### src/rtl/alu_datapath.sv
// alu_datapath: register file plus ALU execution unit.
// Each accepted instruction walks IDLE -> READ -> EXEC -> WB, so one
// instruction completes every four cycles. Because writeback finishes
// before the next source read, no forwarding or hazard logic is needed.
module alu_datapath #(
   parameter int WIDTH  = 16,
   parameter int ADDR_W = 4
) (
   input  logic                    clk,
   input  logic                    reset,
   input  logic                    instr_valid,
   output logic                    instr_ready,
   input  logic [4+3*ADDR_W-1:0]   instruction,
   output logic                    done,
   output logic [WIDTH-1:0]        result,
   output logic                    flag_zero,
   output logic                    flag_carry,
   output logic                    illegal,
   input  logic [ADDR_W-1:0]       dbg_addr,
   output logic [WIDTH-1:0]        dbg_data
);

   localparam int NREGS = 2**ADDR_W;
   localparam int IW    = 4 + 3*ADDR_W;
   localparam int SH_W  = $clog2(WIDTH);

   typedef enum logic [1:0] {
      S_IDLE = 2'd0,
      S_READ = 2'd1,
      S_EXEC = 2'd2,
      S_WB   = 2'd3
   } state_t;

   state_t              state;
   logic [WIDTH-1:0]    regs [NREGS];

   // Latched instruction fields (stage 0) and source operands (stage 1)
   logic [3:0]          op_p0;
   logic [ADDR_W-1:0]   rd_p0;
   logic [ADDR_W-1:0]   rs1_p0;
   logic [ADDR_W-1:0]   rs2_p0;
   logic [WIDTH-1:0]    a_p1;
   logic [WIDTH-1:0]    b_p1;

   // Incoming instruction fields, MSB first: op, rd, rs1, rs2
   logic [3:0]          op_in;
   logic [ADDR_W-1:0]   rd_in;
   logic [ADDR_W-1:0]   rs1_in;
   logic [ADDR_W-1:0]   rs2_in;

   assign op_in  = instruction[IW-1 -: 4];
   assign rd_in  = instruction[3*ADDR_W-1 -: ADDR_W];
   assign rs1_in = instruction[2*ADDR_W-1 -: ADDR_W];
   assign rs2_in = instruction[ADDR_W-1:0];

   // Immediates: short imm is the rs2 field, long imm is {rs1,rs2}
   logic [WIDTH-1:0]    imm;
   logic [WIDTH-1:0]    limm;
   logic [WIDTH-1:0]    opnd;
   logic [WIDTH:0]      add_w;
   logic [WIDTH:0]      sub_w;

   assign imm   = WIDTH'(rs2_p0);
   assign limm  = WIDTH'({rs1_p0, rs2_p0});
   // Register-register ops are 0..5; everything from 6 up takes the immediate
   assign opnd  = (op_p0 >= 4'd6) ? imm : b_p1;
   // The extra top bit is the carry for add and the borrow (a < b) for subtract
   assign add_w = {1'b0, a_p1} + {1'b0, opnd};
   assign sub_w = {1'b0, a_p1} - {1'b0, opnd};

   logic [WIDTH-1:0]    alu_res;
   logic                alu_carry;
   logic                carry_upd;
   logic                alu_legal;

   // ALU: compute the result and decide which flags this op is allowed to touch
   always_comb begin
      alu_res   = '0;
      alu_carry = 1'b0;
      carry_upd = 1'b0;
      alu_legal = 1'b1;
      unique case (op_p0)
         4'd0, 4'd9: begin
            alu_res   = add_w[WIDTH-1:0];
            alu_carry = add_w[WIDTH];
            carry_upd = 1'b1;
         end
         4'd1, 4'd10: begin
            alu_res   = sub_w[WIDTH-1:0];
            alu_carry = sub_w[WIDTH];
            carry_upd = 1'b1;
         end
         4'd2:        alu_res[0] = sub_w[WIDTH];
         4'd3, 4'd6:  alu_res = a_p1 & opnd;
         4'd4, 4'd7:  alu_res = a_p1 | opnd;
         4'd5, 4'd8:  alu_res = a_p1 ^ opnd;
         4'd11:       alu_res = a_p1 << opnd[SH_W-1:0];
         4'd12:       alu_res = a_p1 >> opnd[SH_W-1:0];
         4'd13:       alu_res = limm;
         default:     alu_legal = 1'b0;
      endcase
   end

   assign dbg_data = regs[dbg_addr];

   // Sequencer FSM with the register file, operand latches and registered outputs
   always_ff @(posedge clk or posedge reset) begin
      if (reset) begin
         state       <= S_IDLE;
         instr_ready <= 1'b1;
         done        <= 1'b0;
         illegal     <= 1'b0;
         result      <= '0;
         flag_zero   <= 1'b0;
         flag_carry  <= 1'b0;
         op_p0       <= '0;
         rd_p0       <= '0;
         rs1_p0      <= '0;
         rs2_p0      <= '0;
         a_p1        <= '0;
         b_p1        <= '0;
         for (int i = 0; i < NREGS; i++) regs[i] <= '0;
      end else begin
         unique case (state)
            S_IDLE: begin
               if (instr_valid) begin
                  op_p0       <= op_in;
                  rd_p0       <= rd_in;
                  rs1_p0      <= rs1_in;
                  rs2_p0      <= rs2_in;
                  instr_ready <= 1'b0;
                  state       <= S_READ;
               end
            end
            S_READ: begin
               a_p1  <= regs[rs1_p0];
               b_p1  <= regs[rs2_p0];
               state <= S_EXEC;
            end
            S_EXEC: begin
               // Illegal ops leave result and flags exactly as they were
               if (alu_legal) begin
                  result    <= alu_res;
                  flag_zero <= (alu_res == '0);
                  if (carry_upd) flag_carry <= alu_carry;
               end
               illegal <= ~alu_legal;
               done    <= 1'b1;
               state   <= S_WB;
            end
            S_WB: begin
               if (!illegal) regs[rd_p0] <= result;
               done        <= 1'b0;
               illegal     <= 1'b0;
               instr_ready <= 1'b1;
               state       <= S_IDLE;
            end
            default: state <= S_IDLE;
         endcase
      end
   end

endmodule

### config.mk
export PLATFORM = sky130hd
export DESIGN_NAME = alu_datapath
export DESIGN_NICKNAME = d
export VERILOG_FILES = /design/src/rtl/alu_datapath.sv
export SDC_FILE = /design/constraint.sdc
export NUM_CORES = 1
export LEC_CHECK = 0
export CORE_AREA = 2 2 197 199
export CTS_BUF_LIST = sky130_fd_sc_hd__clkbuf_4 sky130_fd_sc_hd__clkbuf_8
export DETAILED_ROUTE_END_ITERATION = 10
export DIE_AREA = 0 0 199 201
export GPL_TIMING_DRIVEN = 0
export HOLD_SLACK_MARGIN = 0.1
export PLACE_DENSITY = 0.78
export SLEW_MARGIN = 25
export SYNTH_ARGS = -nofsm -noshare
export SYNTH_HDL_FRONTEND = slang
export SYNTH_SLANG_ARGS = --single-unit
### constraint.sdc
create_clock -name clk -period 15.2 [get_ports clk]
set_clock_uncertainty 0.05 [all_clocks]
set_input_delay 4.56 -clock clk [delete_from_list [all_inputs] [get_ports clk]]
set_output_delay 4.56 -clock clk [all_outputs]
set_load 0.01 [all_outputs]
Word level (Yosys, flattened, before mapping)
Cells that the tools add are included.

Register bits: 327. Input port bits: 23. Output and inout port bits: 37. Logic and storage cells: 107.

Add/subtract/negate cells: 2. Order comparisons: 6. Eq/ne operators: 17. Shifts and indexed selects: 2. Muxes and demuxes: 24. Bitwise operators: 9. Reduce and logical (&&, ||, !) cells: 18.

Operator list (count): bitwise mux 256 bit (1); binary-select mux 16 bit (select 4 bit) (3); two-way mux 16 bit (8); case mux 15 bit (8 select lines) (1); demux 16 bit (select 4 bit) (1); == test 4 bit, second input constant (6); >= comparator 5 bit, second input constant (4); NOT 4 -> 5 bit (4); adder 16 x 16 -> 17 bit (1); subtractor 16 x 16 -> 17 bit (1); AND 16 bit (1); == test 4 x 3 -> 1 bit, second input constant (4); logical NOT 16 bit (1); bitwise OR 16 bit (1); << shifter 16 x 4 -> 16 bit (1); right shift 16 x 4 -> 16 bit (1); XOR 16 bit (1); OR reduction 14 bit (1); OR reduction 2 bit (5); case mux 1 bit (9 select lines) (1); == test 4 x 2 -> 1 bit, second input constant (2); case mux 1 bit (2 select lines) (4); case mux 2 bit (4 select lines) (1); AND reduction 2 bit (4); 15 further kinds (20).

Logic depth before layout (Yosys ltp)
Word-level depth: 6. Depth in mapped cells: 20. Gate-level depth less buffers: 16.

Worst setup path after synthesis
Ideal clock, no wire load.

Path type: input-to-output. Start: input port dbg_addr[0]. End: output port dbg_data[0]. Arrival: 6538 ps. Slack: 4052 ps. Stages: 4. Buffers on the path: 2. Cells stage by stage: clkbuf_1 buf_1 mux4_2 mux4_2.

Cells in the longest elaborated chain, start to end: 4.

Ends and longest elaborated chain: from (decl) (line 19) `input logic [ADDR_W-1:0] dbg_addr,`; NOT 4 -> 5 bit (not written as such) (line 104) `assign dbg_data = regs[dbg_addr];`; binary-select mux 16 bit (select 4 bit) (line 104); two-way mux 16 bit (not written as such) (2 in a row) (line 104); to (decl) (line 20) `output logic [WIDTH-1:0] dbg_data`.

Every way passes these cells. The select of a mux whose other input is x is not followed.

Final worst setup path
Start: input port dbg_addr[1]. End: output port dbg_data[7].

Same word-level chain as after synthesis.

==> out/summary.txt <==
Status -> completed
Fin crit period -> 12.06 ns
Total global routing overflow -> 0
Critical Path Sink Type -> output pin
Clock tree buffer depth -> 3
Post-route antenna net violation count -> 0
Synth cell types -> 78
Synth area leaders -> dfrtp_1, mux4_2, mux2_2
Critical path arrival -> 7.45 ns
Count of cells resized by post-cts repair -> 0
Non-filler cells, final -> 2,453
Crit-path slowest cell -> clkbuf_1
Worst slew pin tran -> 1.19 ns
CTS tree -> built
Avg Cell Area, Syn -> 12.6 um^2
Synth warnings -> 0
Placed inst area -> 23,900 um^2
IO Count -> 60
Post-synth top area share -> 36.2%
Count of hold-fix buffers inserted at cts -> 0
Min-delay src -> done
Worst reg-to-reg setup slack -> 8.64 ns
Yosys top cell by area -> dfrtp_1
Final WL -> 83,500 um
Gp weighted congestion -> 1.03
CTS Buf Count -> 51
CP startpoint kind -> input port
Final setup viols -> 0
Finished Cell Area -> 25,000 um^2
Site row count -> 72
Clock Sinks -> 327
Seq/Total Area, Yosys -> 36.3%
Hold EP -> done
Most frequent cell after synthesis -> dfrtp_1
Die X -> 199 um
Final-stage net count -> 1,978
Vias post-DR -> 18,400
# Max-Cap Violations -> 0
Commonest cells in the netlist -> dfrtp_1, mux2_2, mux4_2
Root buffer cell -> clkbuf_8
Port bufs -> 55
FF-to-FF Start -> rs2_p0[1]
Worst vdd ir -> 0.107 mV
Die ar. -> 40,000 um^2
Worst-path maximum fanout -> 10
Setup TNS -> 0 ns
Die span in y -> 201 um
Pin count of the biggest net entering global routing -> 92
Initial antenna violation count -> 4
WP data required -> 10.59 ns
Min-Delay Path Class -> reg -> reg
Area Overhead vs Synth -> 10.8%
H-tree depth -> 2
Synth Register Bits -> 327
Worst skew pair latency -> 0.61 ns
Final worst path period share -> 79.4%
Top_reg_cell synth -> dfrtp_1
Crit Reg-Reg Endpoint -> flag_zero
DR pass1 iterations -> 6
Post-layout util -> 65.6%
Max Transition Viols Final -> 0
First-pass GRT wire length -> 122,000 um
Cell Chain, Critical Path -> clkbuf_1 -> clkbuf_1 -> mux4_2 -> mux4_2 -> clkdlybuf4s50_1
# DRC -> 0
Total core area -> 38,100 um^2
Post-Place Cells -> 2,362
Share of cells above drive strength 1 -> 36.2%
RSZ-0062 raised after global routing -> no
Worst Reg-to-Reg Cells -> 16
Kind of critical path -> in -> out
CP max stage delay -> 0.94 ns
CTS clk-pin slew, worst paths -> 0.06 ns
Synthesized cell area -> 22,600 um^2
Setup bufs post-CTS -> 0
Count of flip-flops with a built-in enable after synthesis -> 0
Synthesized instance count -> 1,784
Fmax -> 0.0829 GHz
Asr flop ratio synth -> 100%
Vias in the first global route -> 18,400
Initial core utilization -> 59.2%
Mapped Nets -> 1,864
WL/cell -> 34.0 um
Pwr Density -> 222 nW/um^2
Leakage -> 10.8 nW
Worst Path Buf+Inv -> 3
Total track usage -> 42.7%
CP delay by family, top -> buffers and inverters
Hold-critical path depth -> 2
WHS -> 0.445 ns
Relative slew margins -> 20.4%
Vias per cell -> 7.51
Detailed Route Iter0 Violations -> 2,141
Final Hold Vio Count -> 0
Detail Placement HPWL -> 59,200 um
## sequential cells by signal (all words and copies together), names as in the netlist
name         flops
done             1
state            2
illegal          1
a_p1            16
rs1_p0           4
b_p1            16
result          16
rd_p0            4
instr_ready      1
op_p0            4
flag_carry       1
regs           256
flag_zero        1
rs2_p0           4
## report_power, final
| part | internal (mW) | switching (mW) | total [mW] |
|---|---|---|---|
| clock | 0.430 | 0.356 | 0.786 |
| sequential | 1.16 | 0.348 | 1.51 |
| combinational | 1.33 | 1.93 | 3.25 |
| total | 2.92 | 2.63 | 5.55 |
## cell families (layout without fill, tap and decap cells)
family                   Yosys count  count (layout)  share of synthesized area, %
other                              0               1                             0
AND/OR/NAND/NOR                  313             313                          6.52
flip-flops                       327             327                          36.3
buffers and inverters            212             362                          3.73
XOR/XNOR                          11              11                         0.427
multiplexers                     575             575                          40.5
AO/OA/AOI/OAI                    289             289                          9.32
adder cells (fa/ha/maj)           57              57                          3.19
## routing by layer
metal | global-route usage [%] | share of wire (%) | up-vias
met4 | 30.5 | 8.5 | 8
li1 | - | - | 7226
met2 | 66.5 | 47 | 1423
met3 | 11.5 | 11 | 461
met1 | 51.5 | 33 | 9300
met5 | 0 | 0.062 | -
## metrics by stage
| step | setup WS [ns] | total power [mW] |
|---|---|---|
| CTS | 3.24 | 5.41 |
| finish | 3.14 | 5.55 |
| floorplan | 1.54 | 3.50 |
| global placement | -2.10 | 4.56 |
| detailed placement | 3.24 | 4.62 |
| global route | 3.13 | 5.72 |
## final cells by class
class	count	area [um^2]
Antenna cell	1	2.50
Buffer	155	658
Clock buffer	83	998
Clock inverter	6	65.1
Fill cell	2771	13100
Inverter	57	221
Multi-Input combinational cell	1245	13600
Sequential cell	327	8180
Tap cell	518	648
Timing Repair Buffer	61	658
## cells in the final DEF, fill, tap and decap left out, drive strengths merged, types with 14 or more instances in the layout
| master | instances |
|---|---|
| a221oi | 14 |
| clkbuf | 194 |
| mux4 | 241 |
| nand2 | 117 |
| o21ai | 50 |
| mux2i | 42 |
| mux2 | 292 |
| a211oi | 25 |
| dfrtp | 326 |
| nor3 | 24 |
| nor2b | 18 |
| nor2 | 70 |
| buf | 50 |
| ha | 56 |
| a21oi | 56 |
| nand3 | 20 |
| clkdlybuf4s50 | 55 |
| inv | 57 |
## worst max path at each step
stage          slack, ns           end  cells past startpoint         from
2_1_floorplan       1.54       a_p1[0]                      1        reset
3_3_place_gp       -2.10     rs2_p0[3]                      2        reset
3_5_place_dp        3.24  dbg_data[10]                      5  dbg_addr[0]
4_1_cts             3.24  dbg_data[10]                      5  dbg_addr[0]
5_1_grt             3.13   dbg_data[7]                      5  dbg_addr[0]
6_report            3.14   dbg_data[7]                      5  dbg_addr[1]
## tightest hold or removal path, delay by kind of cell, from the launching register on
kind / cells / cell delay (ns)
simple gates: 2 / 0.11
flops: 1 / 0.34
No activity file was read; power rests on OpenSTA's default activity.
